<file path="src/rtl/cp0_exc_ctrl.sv">
// Coprocessor-0 exception/interrupt controller beside the M stage.
// Owns SR/Cause/EPC, raises the flush/redirect request and serves mfc0/mtc0/eret.
module cp0_exc_ctrl #(
    parameter logic [31:0] PRID       = 32'h2023_0007,
    parameter logic [31:0] HANDLER_PC = 32'h0000_4180
) (
    input  logic        clk,
    input  logic        reset,
    input  logic        we,
    input  logic [4:0]  cp0_addr,
    input  logic [31:0] cp0_in,
    output logic [31:0] cp0_out,
    input  logic [31:0] vpc,
    input  logic        bd_in,
    input  logic [4:0]  exc_code_in,
    input  logic [5:0]  hw_int,
    input  logic        eret,
    output logic        req,
    output logic [31:0] epc_out,
    output logic [31:0] handler_pc
);

    localparam logic [4:0] ADDR_SR    = 5'd12;
    localparam logic [4:0] ADDR_CAUSE = 5'd13;
    localparam logic [4:0] ADDR_EPC   = 5'd14;
    localparam logic [4:0] ADDR_PRID  = 5'd15;

    logic [5:0]  sr_im_r;
    logic        sr_exl_r;
    logic        sr_ie_r;
    logic        cause_bd_r;
    logic [5:0]  cause_ip_r;
    logic [4:0]  cause_exc_r;
    logic [31:0] epc_r;

    logic [5:0]  sr_im_s;
    logic        sr_exl_s;
    logic        sr_ie_s;
    logic        cause_bd_s;
    logic [5:0]  cause_ip_s;
    logic [4:0]  cause_exc_s;
    logic [31:0] epc_s;

    logic        int_req_s;
    logic        exc_req_s;
    logic        req_s;
    logic [31:0] epc_victim_s;
    logic [31:0] sr_word_s;
    logic [31:0] cause_word_s;

    // Request decision; EXL masks both sources so nested events are dropped.
    always_comb begin
        int_req_s    = (|(hw_int & sr_im_r)) & sr_ie_r & ~sr_exl_r;
        exc_req_s    = (exc_code_in != 5'd0) & ~sr_exl_r;
        req_s        = int_req_s | exc_req_s;
        // A delay-slot victim restarts at its branch, one word earlier.
        epc_victim_s = (bd_in ? (vpc - 32'd4) : vpc) & 32'hFFFF_FFFC;
    end

    // Next-state for CP0 registers: a taken request beats mtc0 and eret.
    always_comb begin
        sr_im_s     = sr_im_r;
        sr_exl_s    = sr_exl_r;
        sr_ie_s     = sr_ie_r;
        cause_bd_s  = cause_bd_r;
        cause_exc_s = cause_exc_r;
        epc_s       = epc_r;
        cause_ip_s  = hw_int;
        if (req_s) begin
            sr_exl_s    = 1'b1;
            cause_exc_s = int_req_s ? 5'd0 : exc_code_in;
            cause_bd_s  = bd_in;
            epc_s       = epc_victim_s;
        end else begin
            if (we && (cp0_addr == ADDR_SR)) begin
                sr_im_s  = cp0_in[15:10];
                sr_exl_s = cp0_in[1];
                sr_ie_s  = cp0_in[0];
            end else if (we && (cp0_addr == ADDR_EPC)) begin
                epc_s = cp0_in;
            end else begin
                epc_s = epc_r;
            end
            // eret's clear overrides an EXL bit written by a concurrent mtc0.
            if (eret) begin
                sr_exl_s = 1'b0;
            end else begin
                sr_exl_s = sr_exl_s;
            end
        end
    end

    // CP0 state register with asynchronous active-low reset.
    always_ff @(posedge clk or negedge reset) begin
        if (!reset) begin
            sr_im_r     <= 6'd0;
            sr_exl_r    <= 1'b0;
            sr_ie_r     <= 1'b0;
            cause_bd_r  <= 1'b0;
            cause_ip_r  <= 6'd0;
            cause_exc_r <= 5'd0;
            epc_r       <= 32'd0;
        end else begin
            sr_im_r     <= sr_im_s;
            sr_exl_r    <= sr_exl_s;
            sr_ie_r     <= sr_ie_s;
            cause_bd_r  <= cause_bd_s;
            cause_ip_r  <= cause_ip_s;
            cause_exc_r <= cause_exc_s;
            epc_r       <= epc_s;
        end
    end

    // mfc0 read mux; unimplemented bits and addresses read as zero.
    always_comb begin
        sr_word_s    = {16'd0, sr_im_r, 8'd0, sr_exl_r, sr_ie_r};
        cause_word_s = {cause_bd_r, 15'd0, cause_ip_r, 3'd0, cause_exc_r, 2'd0};
        case (cp0_addr)
            ADDR_SR:    cp0_out = sr_word_s;
            ADDR_CAUSE: cp0_out = cause_word_s;
            ADDR_EPC:   cp0_out = epc_r;
            ADDR_PRID:  cp0_out = PRID;
            default:    cp0_out = 32'd0;
        endcase
    end

    assign req        = req_s;
    assign epc_out    = epc_r;
    assign handler_pc = HANDLER_PC;

endmodule

</file>
<file path="config.mk">
export PLATFORM = sky130hd
export DESIGN_NAME = cp0_exc_ctrl
export DESIGN_NICKNAME = d
export VERILOG_FILES = /design/src/rtl/cp0_exc_ctrl.sv
export SDC_FILE = /design/constraint.sdc
export NUM_CORES = 1
export LEC_CHECK = 0
export CAP_MARGIN = 20
export CORE_ASPECT_RATIO = 0.7
export CORE_MARGIN = 5
export CORE_UTILIZATION = 35
export DETAILED_ROUTE_END_ITERATION = 12
export PLACE_DENSITY = 0.71
export REMOVE_ABC_BUFFERS = 1
export SYNTH_ARGS = -nofsm -noshare
export SYNTH_HDL_FRONTEND = slang
export SYNTH_SLANG_ARGS = --single-unit
</file>
<file path="constraint.sdc">
create_clock -name clk -period 2.54 [get_ports clk]
set_clock_uncertainty 0.1 [all_clocks]
set_input_delay 0.508 -clock clk [delete_from_list [all_inputs] [get_ports clk]]
set_output_delay 0.508 -clock clk [all_outputs]
set_load 0.03 [all_outputs]
</file>
==> metrics.txt <==
status=finished, final reports clean; number of CTS-inserted buffers=5; final cell count without fillers=742; flip-flop and latch count after synthesis=52; starting DRC count in detailed routing=209; EDFF count, synth=0; GRT Util Overall=0.197; vias in the first global route=3867; Worst R2R End=sr_im_r[0]; TritonCTS clock tree=yes; number of distinct library cell variants in the gate-level netlist after synthesis=47; post-CTS clock slew at the launch and capture registers of the worst setup and hold paths=70 ps; number of cells on the worst reg-to-reg path=6; start-to-end type of the worst setup path=input pin to flip-flop; maximum clock frequency=0.400 GHz; Clock Tree Buf Depth=2; P&R area growth vs syn=58.7%; biggest fanout along the worst timing path=4; number of max-cap violations=0; die width=133 um; sum of overflow across all layers after global routing=0; NumNets Final=695; die outline height=96.1 um; antenna diode instance count=0; Post-Place Cells=731; Cell Area, Synth=0.00371 mm^2; HPWL after detailed placement=10.5 mm; Hold/Removal Path Class=input pin to asynchronous set/reset pin; LEAKAGE=2.61 nW; Worst Slack Setup Final=42.9 ps; predominant post-synthesis flop cell=dfrtp_1; area inside the core boundary=0.0104 mm^2; Via Count=3868; share of async-settable or async-resettable flops after synthesis=1.00; Worst setup SP type=input pin; first-pass GRT wire length=20.2 mm; number of cell rows=31; Final ANT Viol Nets=0; DRC violations left=0; required time of the worst setup path=2640 ps; fillcell total=901; worst slew margin relative to its limit=0.556; clock sink count=52; minimum period implied by the final worst setup slack=2500 ps; final worst-path cycle share=0.983; top cell type's share of synthesized area=0.351; top post-synthesis cells by area=dfrtp_1 (35%), mux2i_1 (9.7%), buf_4 (6.5%), and3_1 (5.1%), nor2_1 (3.9%); Port Buf Inserts=147; global placement routability congestion=0.877; initial antenna violation count=0; routed length per placed instance=17.8 um; part of the Yosys area used for sequential elements=0.351; startpoint of the worst setup timing path=vpc[26]; IR Drop Worst-Case VDD=0.336 mV; most area-hungry cell type in the Yosys netlist=dfrtp_1; average cell area after synthesis=9.03 um^2; number of levels in the clock H-tree=2; slew at the pin with the worst max-slew slack=667 ps; largest net degree at the start of global routing=28; die outline area=0.0128 mm^2; RSZ-0062 raised after global routing=false; data arrival time of the worst path=2600 ps; cell chosen for the clock root=clkbuf_16; boundary pin count=182; total wirelength of the detailed-routed design=13.2 mm; hold violation total from the final report=0; clock insertion delay at the later pin of the skew report=290 ps; share of layout cells above drive strength 1=0.239; worst reg-to-reg setup slack=610 ps; most common cell in the synthesized netlist=dfrtp_1; Final Slew Violations=0; initial standard-cell utilization of the core=0.358; R2R Path Start=sr_im_r[1]; Final Setup Violations=0; Cell Pwr Density=773 mW/mm^2; Crit. End Element=flip-flop; detail-routed via count per cell=5.21; first drt pass iteration count=4; worst setup slack before clock tree synthesis=-300 ps; end of the critical path=epc_out[29]; yosys warns=0; cell count after synthesis=411; ranking of synthesized cells by instance count=dfrtp_1 (52), nor2_1 (39), mux2i_1 (36)
[registers in the layout, summed over array words and instances, names as in the netlist]
signal	count
sr_exl_r	1
cause_exc_r	5
sr_ie_r	1
cause_bd_r	1
sr_im_r	6
epc_out	32
cause_ip_r	6
[placed cells by master, fill, tap and decap left out, drive strengths merged, types with 7 or more instances in the layout]
cell and instances:
and3 30, or4 9, a22oi 8, o21ai 9, conb 32, or3 7, xor2 10, a31oi 17
a21oi 11, nor4 18, buf 107, o31ai 9, nor2 39, a21boi 16, mux2 8, dfrtp 52
clkdlybuf4s50 109, mux2i 36, nand2 10
[metal layers]
| layer | part of all wire | global-route usage | up-vias | wire [um] |
|---|---|---|---|---|
| li1 | - | - | 1857 | - |
| met1 | 0.44 | 0.269 | 1858 | 5790 |
| met4 | 0.0080 | 0.0381 | 0 | 106 |
| met3 | 0.079 | 0.0423 | 8 | 1050 |
| met2 | 0.47 | 0.325 | 145 | 6240 |
| met5 | 0 | 0 | - | 0 |
[logic make-up after synthesis]
logic type | Yosys count | share of synthesized area
and+or+nand+nor | 155 | 0.247
other | 2 | 0.00202
DFF | 52 | 0.351
xor gates and xnor gates | 12 | 0.0283
adders and majority gates | 1 | 0.00337
AOI/OAI and AO/OA | 81 | 0.149
muxes | 44 | 0.121
buffers and inverters | 64 | 0.0981
[how the worst min path moves through the flow]
stage | startpoint | to | slack, ps | cells after the start
4_1_cts | reset | epc_out[8] | 170 | 1
2_1_floorplan | reset | cause_bd_r | 110 | 0
3_3_place_gp | cause_exc_r[1] | cause_exc_r[1] | 370 | 1
3_5_place_dp | cause_exc_r[1] | cause_exc_r[1] | 380 | 1
6_report | reset | epc_out[26] | 150 | 1
5_1_grt | reset | epc_out[26] | 200 | 1
[critical path, cell delays in order]
cell and delay, ps:
clkdlybuf4s50_1 420, or4_4 460, or4_4 540, or3_2 480
a31oi_1 190
[where the power goes]
group	internal, mW	switching [mW]
Sequential	1.16	0.285
Combinational	1.07	1.34
Clock	0.374	0.319
[timing repair]
| item | 4_1_cts | 5_1_grt |
|---|---|---|
| setup endpoints to repair | 7 | 15 |
| gates resized for setup | 1 | 11 |
| endpoints found under the hold margin | 0 | 0 |
| setup buffers | 0 | 2 |
| hold buffers | 0 | 0 |
| pin swaps | 0 | 5 |
| cloned | 0 | 1 |
[final cells by class]
cell class	instances	area (um^2)	share of cell area
inverter	4	15.0	0.00255
clock inverter	3	27.5	0.00468
clock buffer	5	125	0.0213
sequential	52	1300	0.221
multi-input combinational	325	2200	0.374
tap	132	165	0.0281
timing repair buffer	221	2050	0.348
[through the flow]
step | TNS, ps | area [um^2] | total power [mW] | hold slack (ps) | utilization
2_1_floorplan | -18310 | 3470 | 2.73 | 112 | -
3_3_place_gp | -1290 | 5650 | 3.81 | 372 | 0.545
3_5_place_dp | -1850 | 5650 | 3.86 | 377 | 0.545
4_1_cts | 0 | 5800 | 4.56 | 170 | 0.560
5_1_grt | 0 | 5890 | 4.80 | 198 | 0.568
6_report | 0 | 5890 | 4.55 | 147 | 0.568
(Power assumes the default switching activity.)
==> RTL change, RTL diff (config.mk and constraints unchanged) <==
Make the reset (`reset`) synchronous in one clocked block. Comments in the files are not updated.
--- a/src/rtl/cp0_exc_ctrl.sv
+++ b/src/rtl/cp0_exc_ctrl.sv
@@ -93,3 +93,3 @@
     // CP0 state register with asynchronous active-low reset.
-    always_ff @(posedge clk or negedge reset) begin
+    always_ff @(posedge clk) begin
         if (!reset) begin
Behaviour: differs if reset is asserted again (counterexample within 4 cycles, from zero or initial values and one cycle with reset low); with reset held inactive, the same outputs for 4 cycles.
==> RTL change against the original RTL <==
Cell area is 8.1% lower; sequential cell count stayed put; setup slack worse by 0.010 ns; critical path depth is 1 higher; wire length is 9.7% lower; sequential share of layout area is 2.9 points lower; area after synthesis is 6.3% lower; maximum frequency is 0.40% lower; die area is 5.7% lower; non-clock buffer count is 28 lower; largest cell class unchanged.
Power is not compared: it rests on default switching activity, and its combinational part moved more than twofold at a synthesized area within 25%.
==> RTL change: results (changes against the original RTL) <==
metric	value	unit	change
first_global_vias	3565		-7.8%
numPortBuffers	147		unchanged
ys_async_sr_fraction	0	%	-100 points
min_from	cause_exc_r[0]$_SDFFE_PN0N_		
ctsResizeCount	14		+13
largest_reg_flops	32		unchanged
use_met1	25.1	%	-1.8 points
cpPeakStageDelay	0.41	ns	-0.13 ns
yosysWarnings	0		unchanged
synthCells	435		+5.8%
worstRegToRegCells	8		+2
grt_util_all_layers	19.0	%	-0.67 points
synth_ff_type	dfxtp_1		
place_congestion	0.846		-3.6%
antenna_cells	0		unchanged
crit_fanout	3		-1
drive_above_1_share	20.1	%	-3.8 points
grt_pass1_wl	18.5	mm	-8.2%
cts.path.max_buffers	2		unchanged
synth_seq_area_share	29.9	%	-5.1 points
synth_compound_area_share	12.8	%	-2.1 points
whs_path_depth	2		
final_nets	692		-0.43%
use_met3	4.00	%	-0.24 points
finalWirelength	11.9	mm	-9.7%
synthTopCellsByArea	dfxtp_1, mux2i_1, buf_4		
cts_max_level	2		unchanged
antenna_found_initial	0		unchanged
synth_fa_ha_area_share	0.360	%	+0.023 points
cts_made_buffers	5		unchanged
dp_slack	-0.574	ns	-0.274 ns
synth_cell_types	44		-6.4%
hold_path_end	cause_exc_r[0]$_SDFFE_PN0N_		
clock_latency	0.28	ns	
synth_mux_area_share	13.7	%	+1.6 points
hold_ws	0.365	ns	+0.219 ns
arrival	1.90	ns	-0.70 ns
rrSetupSlack	0.39	ns	-0.22 ns
avgViaCountPerCell	4.88		-6.3%
placed_area	5220	um2	-7.7%
r2r_start	sr_im_r[1]$_SDFFE_PN0P_		
r2r_end	sr_im_r[0]$_SDFFE_PN0P_		
grt_max_degree	45		+61%
initialDrtViolationCount	167		-20%
gr-usage-met2	32.3	%	-0.19 points
clk_pin_slew	0.07	ns	about the same
leakage	2.44	nW	
worst_hold_path_type	flip-flop to flip-flop		
clockRootBuffer	clkbuf_16		
worst_pin_slew	0.770	ns	+0.104 ns
yosys.area_share.xor_xnor	7.27	%	+4.4 points
post_cts_buffers	0		unchanged
dr.pass1.iters	4		unchanged
cp_slowest_cell	clkdlybuf4s50_1		
status	finished, final reports clean		
stdcell_count	734		-1.1%
ir_worst_vdd	379	uV	
yosys-top-cells-count	nand2_1, dfxtp_1, nor2_1, buf_4, mux2i_1		
hpwl	9.45	mm	-9.9%
[RTL change: cell types whose count changed after synthesis, moves of 10 or more]
cell	unedited run	this run
dfrtp_1	52	0
dfxtp_1	0	52
nand2_1	10	54
xnor2_1	2	21
a31oi_1	17	0
a21oi_1	11	23
a21boi_0	16	5
o21ai_0	9	20
and3_1	30	20
[RTL change: cell type report]
type | instances | area (um2)
clock buffers | 5 | 125
clock inverters | 2 | 12.5
fillers | 928 | 4270
inverters | 7 | 26.3
multi-input cells | 347 | 2230
flip-flops and latches | 52 | 1040
well taps | 128 | 160
repair buffers | 193 | 1820
[RTL change: layer usage]
metal,vias up,wire (um)
met2,121,5570
met3,6,725
met1,1675,5510
met4,0,100
li1,1783,-
met5,-,0
[RTL change: kinds of logic after synthesis]
logic type,Yosys count
AO/OA/AOI/OAI,69
XOR/XNOR,28
AND/OR/NAND/NOR,171
flip-flops,52
other,2
multiplexers,46
buffers and inverters,66
adder cells (fa/ha/maj),1
[RTL change: critical path: cells and delay by family]
| family | cells | cell delay (ns) |
|---|---|---|
| AOI/OAI and AO/OA | 3 | 0.76 |
| buffers and inverters | 3 | 0.62 |
[RTL change: power breakdown]
group          switching (mW)  leakage, nW  total (mW)  internal, mW
clock                   0.297       0.0657       0.656         0.359
combinational           0.392         1.94       0.725         0.333
sequential             0.0425        0.431       0.917         0.875
total                   0.731         2.44        2.30          1.57
[RTL change: how the worst max path moves through the flow]
stage	start	to	slack [ns]
6_report	hw_int[4]	req	0.03
5_1_grt	vpc[9]	epc_out[26]$_SDFFE_PN0P_	0.003
4_1_cts	hw_int[0]	req	0.006
3_5_place_dp	exc_code_in[2]	req	-0.57
3_3_place_gp	exc_code_in[2]	req	-0.60
2_1_floorplan	cp0_addr[1]	epc_out[17]$_SDFFE_PN0P_	-0.90
